### config.mk
export PLATFORM = sky130hd
export DESIGN_NAME = data_cache
export DESIGN_NICKNAME = d
export VERILOG_FILES = /design/src/rtl/data_cache_pkg.sv /design/src/rtl/dcache_fsm.sv /design/src/rtl/data_cache.sv
export SDC_FILE = /design/constraint.sdc
export NUM_CORES = 1
export LEC_CHECK = 0
export CAP_MARGIN = 25
export CORE_ASPECT_RATIO = 1.2
export CORE_UTILIZATION = 50
export CTS_CLUSTER_DIAMETER = 100
export DETAILED_ROUTE_END_ITERATION = 7
export HOLD_SLACK_MARGIN = 0.02
export PLACE_DENSITY = 0.71
export SYNTH_ARGS = -nofsm -noshare
export SYNTH_HDL_FRONTEND = slang
export SYNTH_HIERARCHICAL = 1
export SYNTH_SLANG_ARGS = --single-unit
### constraint.sdc
create_clock -name CLK -period 4.3 [get_ports CLK]
set_input_delay 0.86 -clock CLK [delete_from_list [all_inputs] [get_ports CLK]]
set_output_delay 0.86 -clock CLK [all_outputs]
set_load 0.02 [all_outputs]
### src/rtl/data_cache_pkg.sv
// Shared definitions for the data_cache slice.
//   - Field widths of the 8-bit CPU byte address: tag | index | offset.
//   - Miss-handling FSM state encoding used by data_cache and dcache_fsm.
package data_cache_pkg;

  localparam int unsigned INDEX_BITS  = 3;
  localparam int unsigned OFFSET_BITS = 2;
  localparam int unsigned TAG_BITS    = 6 - INDEX_BITS;

  typedef enum logic [1:0] {
    ST_IDLE,
    ST_WRITE_BACK,
    ST_FETCH,
    ST_UPDATE
  } state_e;

endpackage

### src/rtl/dcache_fsm.sv
// Miss-handling sequencer for data_cache.
// Ports:
//   clk, rst        - clock, asynchronous active-high reset
//   req_i           - CPU READ or WRITE is asserted
//   hit_i           - addressed line is valid with a matching tag
//   line_dirty_i    - addressed line is valid and dirty (needs write-back)
//   req_tag_i       - tag field of the CPU address
//   stored_tag_i    - tag currently held by the addressed line
//   index_i         - index field of the CPU address
//   mem_busywait_i  - memory busy; low while a request is held = completion
//   state_o         - current FSM state
//   mem_read_o      - block fetch request (registered)
//   mem_write_o     - block write-back request (registered)
//   mem_address_o   - block address {tag, index} (registered)
module dcache_fsm
  import data_cache_pkg::*;
#(
  parameter int unsigned IDX_W = INDEX_BITS,
  parameter int unsigned TAG_W = TAG_BITS
) (
  input  logic                   clk,
  input  logic                   rst,
  input  logic                   req_i,
  input  logic                   hit_i,
  input  logic                   line_dirty_i,
  input  logic [TAG_W-1:0]       req_tag_i,
  input  logic [TAG_W-1:0]       stored_tag_i,
  input  logic [IDX_W-1:0]       index_i,
  input  logic                   mem_busywait_i,
  output state_e                 state_o,
  output logic                   mem_read_o,
  output logic                   mem_write_o,
  output logic [TAG_W+IDX_W-1:0] mem_address_o
);

  state_e                 state_q;
  logic                   mem_read_q;
  logic                   mem_write_q;
  logic [TAG_W+IDX_W-1:0] mem_address_q;

  // Memory strobes are loaded together with the state they belong to, so
  // they are high exactly while the FSM sits in WRITE_BACK / FETCH.
  always_ff @(posedge clk or posedge rst) begin
    if (rst) begin
      state_q       <= ST_IDLE;
      mem_read_q    <= 1'b0;
      mem_write_q   <= 1'b0;
      mem_address_q <= '0;
    end else begin
      case (state_q)
        ST_IDLE: begin
          if (req_i && !hit_i) begin
            if (line_dirty_i) begin
              state_q       <= ST_WRITE_BACK;
              mem_write_q   <= 1'b1;
              mem_address_q <= {stored_tag_i, index_i};
            end else begin
              state_q       <= ST_FETCH;
              mem_read_q    <= 1'b1;
              mem_address_q <= {req_tag_i, index_i};
            end
          end
        end
        ST_WRITE_BACK: begin
          if (!mem_busywait_i) begin
            state_q       <= ST_FETCH;
            mem_write_q   <= 1'b0;
            mem_read_q    <= 1'b1;
            mem_address_q <= {req_tag_i, index_i};
          end
        end
        ST_FETCH: begin
          if (!mem_busywait_i) begin
            state_q       <= ST_UPDATE;
            mem_read_q    <= 1'b0;
            mem_address_q <= '0;
          end
        end
        ST_UPDATE: begin
          state_q <= ST_IDLE;
        end
        default: begin
          state_q       <= ST_IDLE;
          mem_read_q    <= 1'b0;
          mem_write_q   <= 1'b0;
          mem_address_q <= '0;
        end
      endcase
    end
  end

  assign state_o       = state_q;
  assign mem_read_o    = mem_read_q;
  assign mem_write_o   = mem_write_q;
  assign mem_address_o = mem_address_q;

endmodule

### src/rtl/data_cache.sv
// Direct-mapped, write-back, write-allocate data cache (4-byte blocks).
// Ports:
//   CLK, RESET      - clock, asynchronous active-high reset
//   READ, WRITE     - CPU load / store strobes, held until BUSYWAIT is low
//   ADDRESS         - CPU byte address {tag, index, offset}
//   WRITEDATA       - store byte
//   READDATA        - load byte (valid while READ hits in IDLE)
//   BUSYWAIT        - CPU stall
//   MEM_READ        - block fetch request
//   MEM_WRITE       - block write-back request
//   MEM_ADDRESS     - block address {tag, index}
//   MEM_WRITEDATA   - write-back block, byte0 in [7:0]
//   MEM_READDATA    - fetched block, byte0 in [7:0]
//   MEM_BUSYWAIT    - memory busy; completion when low while request held
module data_cache #(
  parameter int unsigned INDEX_BITS  = data_cache_pkg::INDEX_BITS,
  parameter int unsigned BLOCK_BYTES = 4
) (
  input  logic        CLK,
  input  logic        RESET,
  input  logic        READ,
  input  logic        WRITE,
  input  logic [7:0]  ADDRESS,
  input  logic [7:0]  WRITEDATA,
  output logic [7:0]  READDATA,
  output logic        BUSYWAIT,
  output logic        MEM_READ,
  output logic        MEM_WRITE,
  output logic [5:0]  MEM_ADDRESS,
  output logic [31:0] MEM_WRITEDATA,
  input  logic [31:0] MEM_READDATA,
  input  logic        MEM_BUSYWAIT
);
  import data_cache_pkg::*;

  localparam int unsigned OFFSET_W = $clog2(BLOCK_BYTES);
  localparam int unsigned TAG_W    = 6 - INDEX_BITS;
  localparam int unsigned LINES    = 1 << INDEX_BITS;

  logic [TAG_W-1:0]      addr_tag;
  logic [INDEX_BITS-1:0] addr_index;
  logic [OFFSET_W-1:0]   addr_offset;

  assign addr_tag    = ADDRESS[7 -: TAG_W];
  assign addr_index  = ADDRESS[OFFSET_W +: INDEX_BITS];
  assign addr_offset = ADDRESS[OFFSET_W-1:0];

  logic             valid_q [LINES];
  logic             valid_d [LINES];
  logic             dirty_q [LINES];
  logic             dirty_d [LINES];
  logic [TAG_W-1:0] tag_q   [LINES];
  logic [TAG_W-1:0] tag_d   [LINES];
  logic [31:0]      data_q  [LINES];
  logic [31:0]      data_d  [LINES];
  logic [31:0]      fetch_q;
  logic [31:0]      fetch_d;

  state_e      state;
  logic        req;
  logic        hit;
  logic        idle;
  logic        line_dirty;
  logic [31:0] cur_block;
  logic [7:0]  cur_byte;

  assign req        = READ | WRITE;
  assign idle       = (state == ST_IDLE);
  assign hit        = valid_q[addr_index] && (tag_q[addr_index] == addr_tag);
  assign line_dirty = valid_q[addr_index] && dirty_q[addr_index];
  assign cur_block  = data_q[addr_index];
  assign cur_byte   = cur_block[{addr_offset, 3'b000} +: 8];

  // A store that missed completes as an ordinary write hit in the IDLE
  // cycle after UPDATE, so the byte merge only ever happens here.
  always_comb begin
    valid_d = valid_q;
    dirty_d = dirty_q;
    tag_d   = tag_q;
    data_d  = data_q;
    fetch_d = fetch_q;
    if (state == ST_FETCH && !MEM_BUSYWAIT) begin
      fetch_d = MEM_READDATA;
    end
    if (state == ST_UPDATE) begin
      data_d[addr_index]  = fetch_q;
      tag_d[addr_index]   = addr_tag;
      valid_d[addr_index] = 1'b1;
      dirty_d[addr_index] = 1'b0;
    end
    if (WRITE && idle && hit) begin
      data_d[addr_index][{addr_offset, 3'b000} +: 8] = WRITEDATA;
      dirty_d[addr_index] = 1'b1;
    end
  end

  always_ff @(posedge CLK or posedge RESET) begin
    if (RESET) begin
      valid_q <= '{default: 1'b0};
      dirty_q <= '{default: 1'b0};
    end else begin
      valid_q <= valid_d;
      dirty_q <= dirty_d;
    end
  end

  // Tag and data storage carry no reset; valid bits gate their use.
  always_ff @(posedge CLK) begin
    tag_q   <= tag_d;
    data_q  <= data_d;
    fetch_q <= fetch_d;
  end

  dcache_fsm #(
    .IDX_W (INDEX_BITS),
    .TAG_W (TAG_W)
  ) u_fsm (
    .clk            (CLK),
    .rst            (RESET),
    .req_i          (req),
    .hit_i          (hit),
    .line_dirty_i   (line_dirty),
    .req_tag_i      (addr_tag),
    .stored_tag_i   (tag_q[addr_index]),
    .index_i        (addr_index),
    .mem_busywait_i (MEM_BUSYWAIT),
    .state_o        (state),
    .mem_read_o     (MEM_READ),
    .mem_write_o    (MEM_WRITE),
    .mem_address_o  (MEM_ADDRESS)
  );

  // The index is held stable for the whole miss, so the victim block can be
  // presented straight from the array while in WRITE_BACK.
  assign MEM_WRITEDATA = (state == ST_WRITE_BACK) ? data_q[addr_index] : '0;
  assign READDATA      = (READ && idle && hit) ? cur_byte : '0;
  assign BUSYWAIT      = req && !(idle && hit) && !RESET;

endmodule

# --- Word-level counts from Yosys, hierarchy flattened ---
# Index checks and enable logic that the tools add are counted.
word_totals:
  ff_bits: 338
  input_bits: 53
  output_inout_bits: 49
  elab_cells: 128
op_classes:
  addsub: 1
  magnitude_cmp: 2
  n_eq_ne: 9
  n_shift: 3
  mux: 47
  bitwise: 6
  n_reduce_logical: 23
op_table:
  columns: ["operator", "count"]
  rows:
  - ["bitwise mux 256 bit", 2]
  - ["two-way mux 256 bit", 2]
  - ["demux 32 bit (select 3 bit)", 2]
  - ["two-way mux 32 bit", 5]
  - ["binary-select mux 32 bit (select 3 bit)", 1]
  - ["variable shift 8 x 7 -> 32 bit, first input constant", 1]
  - ["variable part select 32 x 6 -> 8 bit", 1]
  - ["variable part select 8 x 7 -> 32 bit", 1]
  - ["bitwise mux 24 bit", 1]
  - ["two-way mux 6 bit", 4]
  - ["two-way mux 8 bit", 3]
  - ["case mux 6 bit (3 select lines)", 1]
  - ["bitwise OR 8 bit", 2]
  - ["logical AND 1 bit", 12]
  - ["two-way mux 1 bit", 11]
  - ["binary-select mux 3 bit (select 3 bit)", 1]
  - ["demux 3 bit (select 3 bit)", 1]
  - ["two-way mux 3 bit", 3]
  - ["AND 8 bit", 1]
  - ["two-way mux 2 bit", 4]
  - ["inverter 8 bit", 1]
  - ["case mux 2 bit (4 select lines)", 1]
  - ["AND reduction 4 bit", 2]
  - ["negation 5 -> 7 bit", 1]
  - ["19 further kinds", 27]

# --- Logic depth before layout (Yosys ltp) ---
# Gate-level depths: netlist (run 1).
logic_depth:
  word_depth: 10
  depth_mapped: 14
  depth_no_buf: 8

# --- Hierarchy ---
# Netlist (run 1), hierarchy kept.
by_module_without_submodules:
  columns: ["mod", "n_inst", "cells_per_inst", "area_per_inst_um2", "seq_area_each_um2"]
  rows:
  - ["data_cache", 1, 1451, 16721.0, 7206.9]
  - ["dcache_fsm", 1, 60, 624.3, 250.2]

# --- Worst setup path before layout (run 1) ---
# OpenSTA, ideal clock, no wires.
synth_path:
  kind: "input-to-output"
  from: "input ADDRESS[2]"
  to: "output READDATA[3]"
  arrival_time_ns: 3.135
  required_ns: 3.440
  path_slack_ns: 0.305
  cell_stages: 10
  n_path_buf: 6
  cell_sequence: "buf_6 -> buf_2 -> buf_6 -> buf_2 -> buf_4 -> buf_2 -> o221ai_1 -> a221oi_1 -> a21oi_1 -> a211oi_1"
synth_via:
  elab_chain_cells: 8
  word_cells_on_any_way: 15
  classes_between: "1 x eq/ne; 1 x shift; 10 x mux; 1 x bitwise; 2 x reduce/logical"
synth_lines:
  columns: ["item", "line", "text"]
  rows:
  - ["from (decl)", "data_cache.sv:23", "input logic [7:0] ADDRESS,"]
  - ["inverter 3 -> 4 bit (not written as such) *", "data_cache.sv:69, data_cache.sv:71", null]
  - ["branches (longest 6 deep; another with binary-select mux 32 bit (select 3 bit))", null, null]
  - ["two-way mux 8 bit *", "data_cache.sv:136", "assign READDATA = (READ && idle && hit) ? cur_byte : '0;"]
  - ["to (decl)", "data_cache.sv:25", "output logic [7:0] READDATA,"]
# Mark *: on every way between the ends. The select of a mux whose other input is x is not followed.

# --- Final worst setup path (run 1) ---
layout_path:
  from: "input ADDRESS[3]"
  to: "output MEM_WRITEDATA[6]"
layout_via:
  elab_chain_cells: 5
layout_lines:
  columns: ["item", "line", "text"]
  rows:
  - ["inverter 3 -> 4 bit (not written as such)", "data_cache.sv:135", "assign MEM_WRITEDATA = (state == ST_WRITE_BACK) ? data_q[addr_index] : '0;"]
  - ["binary-select mux 32 bit (select 3 bit)", "data_cache.sv:135", null]
  - ["two-way mux 32 bit (not written as such) (2 in series)", "data_cache.sv:135", null]
  - ["two-way mux 32 bit", "data_cache.sv:135", null]
  - ["to (decl)", "data_cache.sv:30", "output logic [31:0] MEM_WRITEDATA,"]
# Every way passes these cells. The select of a mux whose other input is x is not followed.

==> metrics.yaml, run 1 <==
outcome: "finished, final reports clean"
io_buffers: 101
ir_worst_vdd_mv: 0.412
drv_cap: 0
min_path_type: "flop to flop"
ys_ff_latch: 338
synth_area_leader_cell: "mux2i_1"
antenna_found_initial: 0
grt_remaining_overflow: 0
post_cts_buffers: 0
fin_hold_ws_ns: 0.473
rsz0062_at_grt: "no"
final_max_slew_viol_count: 0
core_area_um2: 34100
synth.avg_cell_area_um2: 11.5
crit_family: "buffers and inverters"
yosysWarnings: 6
synth_area_leaders: "mux2i_1 (32%), dfxtp_1 (30%), edfxtp_1 (9.7%), dfrtp_1 (3.8%), mux4_2 (2.9%)"
yosysTopAreaCellShare_pct: 32.4
crit_top_cell: "buf_4"
post-route-util_pct: 60.8
dp_hpwl_mm: 37.2
die_x_um: 172
wl_per_cell_um: 25.5
cts-root-buf: "clkbuf_16"
htree_levels: 2
drcViolationCount: 0
cp-start-kind: "primary input"
synth-async-reset-ratio_pct: 7.69
cts_tree: "yes"
vias: 13000
setup_viol: 0
nets: 1716
ant_nets: 0
clock_path_buffers: 3
finClkSkew_ns: 0.0117
synth-edff-count: 56
dieHeight_um: 206
yosysSeqAreaShare_pct: 43.0
relSlewSlack_pct: 36.1
crit_fanout: 12
syn_nets: 1574
numCtsBuffers: 37
grt_pass1_wl_mm: 82.0
path_clk_slew_ns: 0.07
routed_wl_mm: 54.5
initial_core_util_pct: 50.9
p_per_area_nw_per_um2: 604
ys.flop_type: "dfxtp_1"
synth_common_cells: "mux2i_1 (561), dfxtp_1 (256), nand2_1 (82), nor2_1 (62), edfxtp_1 (56)"
grt_pass1_vias: 13100
crit_chain: "buf_4 > buf_12 > buf_4 > mux2i_1 > o22ai_1 > a211oi_1 > buf_4 > nor2_1 > clkdlybuf4s50_1"
place_area_um2: 19500
worstSkewPairLatency_ns: 0.54
path_buf_inv: 5
synth_cells: 1511
track_usage_pct: 31.2
grt_max_degree: 38
die_area_um2: 35400
fin_setup_tns_ns: 0
slowest_delay_ns: 0.70
period_share_pct: 98.3
first_pass_iters: 5
worst_pin_slew_ns: 0.958
critPathRequiredTime_ns: 3.44
gp_congestion: 0.875
syn2layout_area_growth_pct: 19.5
min_period_ns: 4.23
cp_slowest_cell: "a211oi_1"
cp.arrival_ns: 3.37
fp-row-count: 74
hold_viol: 0
p_leak_nw: 9.18
drive_gt1_share_pct: 18.5
cts.sinks: 338
ios: 102
fmax_mhz: 237
drt_iter0_drc: 1119
cp-end-kind: "primary output"
yosysMostFrequentCell: "mux2i_1"
synth_area_um2: 17300
vias_per_cell: 6.10
critPathKind: "primary input to primary output"
fin_area_um2: 20700
synth.distinct_cells: 68
-- cell families after synthesis --
group | Yosys count | synth area share [%]
xor gates and xnor gates | 2 | 0.144
and+or+nand+nor | 244 | 7.94
DFF | 338 | 43.0
buffers and inverters | 160 | 4.80
adders and majority gates | 10 | 0.721
muxes | 613 | 37.2
AOI/OAI and AO/OA | 144 | 6.16
-- where the power goes --
part,leakage (nW),internal [mW],switching (mW)
registers,2.98,4.66,0.862
clock network,0.604,1.91,1.31
logic,5.59,1.93,1.84
total,9.18,8.51,4.02
-- sequential cells by signal, indices dropped and copies added (netlist names) --
signal and count:
data_q 256, fetch_q 32, tag_q 24, dirty_q 8, valid_q 8, u_fsm/mem_address_o 6
u_fsm/state_o 2, u_fsm/mem_read_o 1, u_fsm/mem_write_o 1
-- metal layers --
layer	vias to the layer above	wire length [um]	GRT usage, %
li1	5841	-	-
met1	6478	22700	40.7
met2	558	25500	51.1
met3	146	3670	4.40
met4	0	2610	14.4
met5	-	0	0
-- path summary, 6_finish.rpt --
| check | start | endpoint | slack, ns | depth (start not counted) |
|---|---|---|---|---|
| max | ADDRESS[3] | MEM_WRITEDATA[6] | 0.07 | 9 |
| min | valid_q[4]$_DFFE_PP0P_ | valid_q[4]$_DFFE_PP0P_ | 0.47 | 1 |
| max reg2reg | tag_q[22]$_DFFE_PP_ | data_q[1]$_DFF_P_ | 1.37 | 8 |
| min reg2reg | valid_q[4]$_DFFE_PP0P_ | valid_q[4]$_DFFE_PP0P_ | 0.47 | 1 |
| max in group asynchronous | RESET | u_fsm/mem_address_o[3]$_DFFE_PP0P_ | 3.37 | 2 |
| min in group asynchronous | RESET | u_fsm/state_o[0]$_DFFE_PP0P_ | 0.64 | 2 |
-- through the flow --
step	std cells	power [mW]	setup WS, ns
floorplan	1511	7.86	0.305
global placement	2070	9.07	-0.209
detailed placement	2070	9.26	-0.160
CTS	2135	12.5	-0.0556
global route	2135	13.1	0.0111
finish	2136	12.5	0.0741
-- final cells by class --
class / count / area, um^2
clock inverters: 6 / 58.8
flip-flops and latches: 338 / 7460
multi-input cells: 1013 / 9140
diodes: 1 / 2.50
clock buffers: 59 / 1160
repair buffers: 239 / 2240
fillers: 2854 / 13300
inverters: 24 / 90.1
well taps: 456 / 571
-- what timing repair did --
action | CTS | global route
resized for setup | 8 | 6
setup endpoints to repair | 8 | 5
gates cloned | 0 | 0
hold buffers | 0 | 0
-- placed cells by master, fill, tap and decap left out, types with 22 or more instances in the layout --
cell type | Yosys | routed
mux2i_1 | 561 | 560
o22ai_1 | 34 | 34
buf_4 | 2 | 126
dfxtp_1 | 256 | 256
mux2_2 | 28 | 28
nand2_1 | 82 | 82
mux4_2 | 22 | 22
edfxtp_1 | 56 | 56
dfrtp_1 | 26 | 26
nor2_1 | 62 | 60
clkdlybuf4s50_1 | 0 | 90
clkbuf_16 | 0 | 40
inv_1 | 23 | 23
(Power assumes the default switching activity.)
==> run 2, diff against run 1 <==
- ABC_AREA: default -> 0
- CAP_MARGIN: 25 -> 20
==> results of run 2 <==
No change in the layout: final DEF, timing and power equal those of run 1.
==> run 3, diff against run 2 <==
- CORE_UTILIZATION: 50 -> 55
- PLACE_DENSITY: 0.71 -> 0.77
==> metrics.yaml, run 3 (same netlist as run 1, synthesis figures left out) <==
drcViolationCount: 0  # unchanged
die_x_um: 164  # was 172 um
fmax_mhz: 236  # was 237 MHz
cp.arrival_ns: 3.38  # was 3.37 ns
cp-start-kind: "primary input"  # unchanged
nets: 1714  # was 1716
syn2layout_area_growth_pct: 17.8  # was 19.5%
p_total_mw: 12.3  # was 12.5 mW
min_from: "valid_q[4]$_DFFE_PP0P_"  # unchanged
grtUsageMet2_pct: 53.0  # was 51.1%
wl_per_cell_um: 25.5  # about the same
final_max_slew_viol_count: 0  # unchanged
setup_viol: 0  # unchanged
die_area_um2: 32300  # was 35400 um^2
routed_wl_mm: 52.8  # was 54.5 mm
io_buffers: 101  # unchanged
grt_max_degree: 30  # was 38
reg_top3: "data_q (256), fetch_q (32), tag_q (24)"  # unchanged
fin_ws_ns: 0.0634  # was 0.0741 ns
cp-end-kind: "primary output"  # unchanged
min_period_ns: 4.24  # was 4.23 ns
worst_pin_slew_ns: 0.814  # was 0.958 ns
place_area_um2: 19300  # was 19500 um^2
fin_hold_ws_ns: 0.473  # about the same
critPathKind: "primary input to primary output"  # unchanged
drt_iter0_drc: 1043  # was 1119
rsz0062_at_grt: "no"  # unchanged
place_ws_ns: -0.0568  # was -0.160 ns
busiest_layer: "met2"  # unchanged
cts.sinks: 338  # unchanged
ir_worst_vdd_mv: 0.430  # was 0.412 mV
cp_slowest_cell: "a211oi_1"  # unchanged
post_cts_buffers: 0  # unchanged
hold_viol: 0  # unchanged
vias: 13100  # was 13.0k
drive_gt1_share_pct: 18.2  # was 18.5%
outcome: "finished, final reports clean"  # unchanged
fin_area_um2: 20400  # was 20700 um^2
ctsResizeCount: 2  # was 8
grt_pass1_vias: 13500  # was 13.1k
grt_pass1_wl_mm: 80.2  # was 82.0 mm
p_per_area_nw_per_um2: 603  # was 604 nW/um^2
ios: 102  # unchanged
initial_core_util_pct: 56.4  # was 50.9%
crit_fanout: 22  # was 12
worstReg2RegEnd: "u_fsm/mem_address_o[5]$_DFFE_PP0P_"  # was data_q[1]$_DFF_P_
gp_congestion: 0.940  # was 0.875
mostFrequentLayoutCell: "mux2i_1"  # unchanged
dp_hpwl_mm: 36.0  # was 37.2 mm
worstSetupEndpoint: "MEM_WRITEDATA[6]"  # unchanged
reg2regPathDepth: 9  # was 8
path_clk_slew_ns: 0.06  # was 0.07 ns
min_path_cells: 1  # unchanged
track_usage_pct: 33.1  # was 31.2%
first_pass_iters: 6  # was 5
finClkSkew_ns: 0.0154  # was 0.0117 ns
grt_remaining_overflow: 0  # unchanged
core_area_um2: 30700  # was 34100 um^2
crit_chain: "buf_4 > buf_4 > nor2_1 > buf_4 > a22o_1 > a211oi_1 > buf_4 > nor2_1 > clkdlybuf4s50_1"  # was buf_4 > buf_12 > buf_4 > mux2i_1 > o22ai_1 > a211oi_1 > buf_4 > nor2_1 > clkdlybuf4s50_1
grt_use_met3_pct: 4.97  # was 4.40%
period_share_pct: 98.5  # was 98.3%
worstReg2RegStart: "tag_q[4]$_DFFE_PP_"  # was tag_q[22]$_DFFE_PP_
crit_top_cell: "buf_4"  # unchanged
dieHeight_um: 197  # was 206 um
cts-hold-fix-buffers: 0  # unchanged
vias_per_cell: 6.32  # was 6.10
drv_cap: 0  # unchanged
mostFrequentLayoutCells: "mux2i_1 (561), dfxtp_1 (256), buf_4 (130), clkdlybuf4s50_1 (90), nand2_1 (82)"  # was mux2i_1 (560), dfxtp_1 (256), buf_4 (126), clkdlybuf4s50_1 (90), nand2_1 (82)
antenna_cells: 0  # was 1
p_leak_nw: 9.13  # was 9.18 nW
cts_tree: "yes"  # unchanged
slowest_delay_ns: 0.70  # about the same
cts-root-buf: "clkbuf_16"  # unchanged
crit_start: "ADDRESS[3]"  # unchanged
fp-row-count: 70  # was 74
worstSkewPairLatency_ns: 0.53  # was 0.54 ns
use_met1_pct: 41.9  # was 40.7%
antenna_found_initial: 0  # unchanged
numCtsBuffers: 37  # unchanged
top_register: "data_q"  # unchanged
clock_path_buffers: 3  # unchanged
htree_levels: 2  # unchanged
largest_reg_flops: 256  # unchanged
relSlewSlack_pct: 45.4  # was 36.1%
critPathRequiredTime_ns: 3.44  # about the same
min_path_type: "flop to flop"  # unchanged
fin_setup_tns_ns: 0  # unchanged
ant_nets: 0  # unchanged
rrSetupSlack_ns: 1.32  # was 1.37 ns
-- run 3: changes by cell type in the layout (fill, tap and decap cells not counted), sizes merged --
cell | previous run | this run
diode | 1 | 0
clkbuf | 59 | 50
dlymetal6s2s | 5 | 6
clkinv | 4 | 12
inv | 25 | 26
buf | 142 | 139
-- run 3: layout make-up --
type,instances,area [um^2]
clock inverter,15,105
clock buffer,50,1030
fill,2329,10300
inverter,24,90.1
sequential,338,7460
tap,396,495
multi-input combinational,1013,9120
timing repair buffer,237,2130
-- run 3: layer usage --
layer	routed length, um	share of wire, %
met4	3380	6.4
met2	24500	46
met1	21000	40
met5	0	0
met3	3890	7.4
-- run 3: worst min-delay path by stage --
stage                                         to  slack [ns]
final                     valid_q[4]$_DFFE_PP0P_        0.47
after global routing      valid_q[5]$_DFFE_PP0P_        0.49
after detailed placement  valid_q[2]$_DFFE_PP0P_        0.46
after CTS                 valid_q[4]$_DFFE_PP0P_        0.47
after floorplan           valid_q[3]$_DFFE_PP0P_        0.43
after global placement    valid_q[7]$_DFFE_PP0P_        0.45
-- run 3: power breakdown --
group	internal [mW]	switching, mW	leakage [nW]
logic	1.91	1.85	5.58
clock network	1.75	1.29	0.575
registers	4.66	0.861	2.98
total	8.32	4.00	9.13
-- run 3: per-stage QoR --
step / cells / util (%)
after detailed placement: 2008 / 62.7
final: 2073 / 66.5
after global routing: 2073 / 66.5
after floorplan: 1511 / -
after global placement: 2008 / 62.7
after CTS: 2073 / 66.4
-- run 3: worst max-delay path, delay by kind of cell --
| family | cells | cell delay (ns) |
|---|---|---|
| buffers and inverters | 5 | 1.47 |
| AO/OA/AOI/OAI | 2 | 0.93 |
| AND/OR/NAND/NOR | 2 | 0.10 |
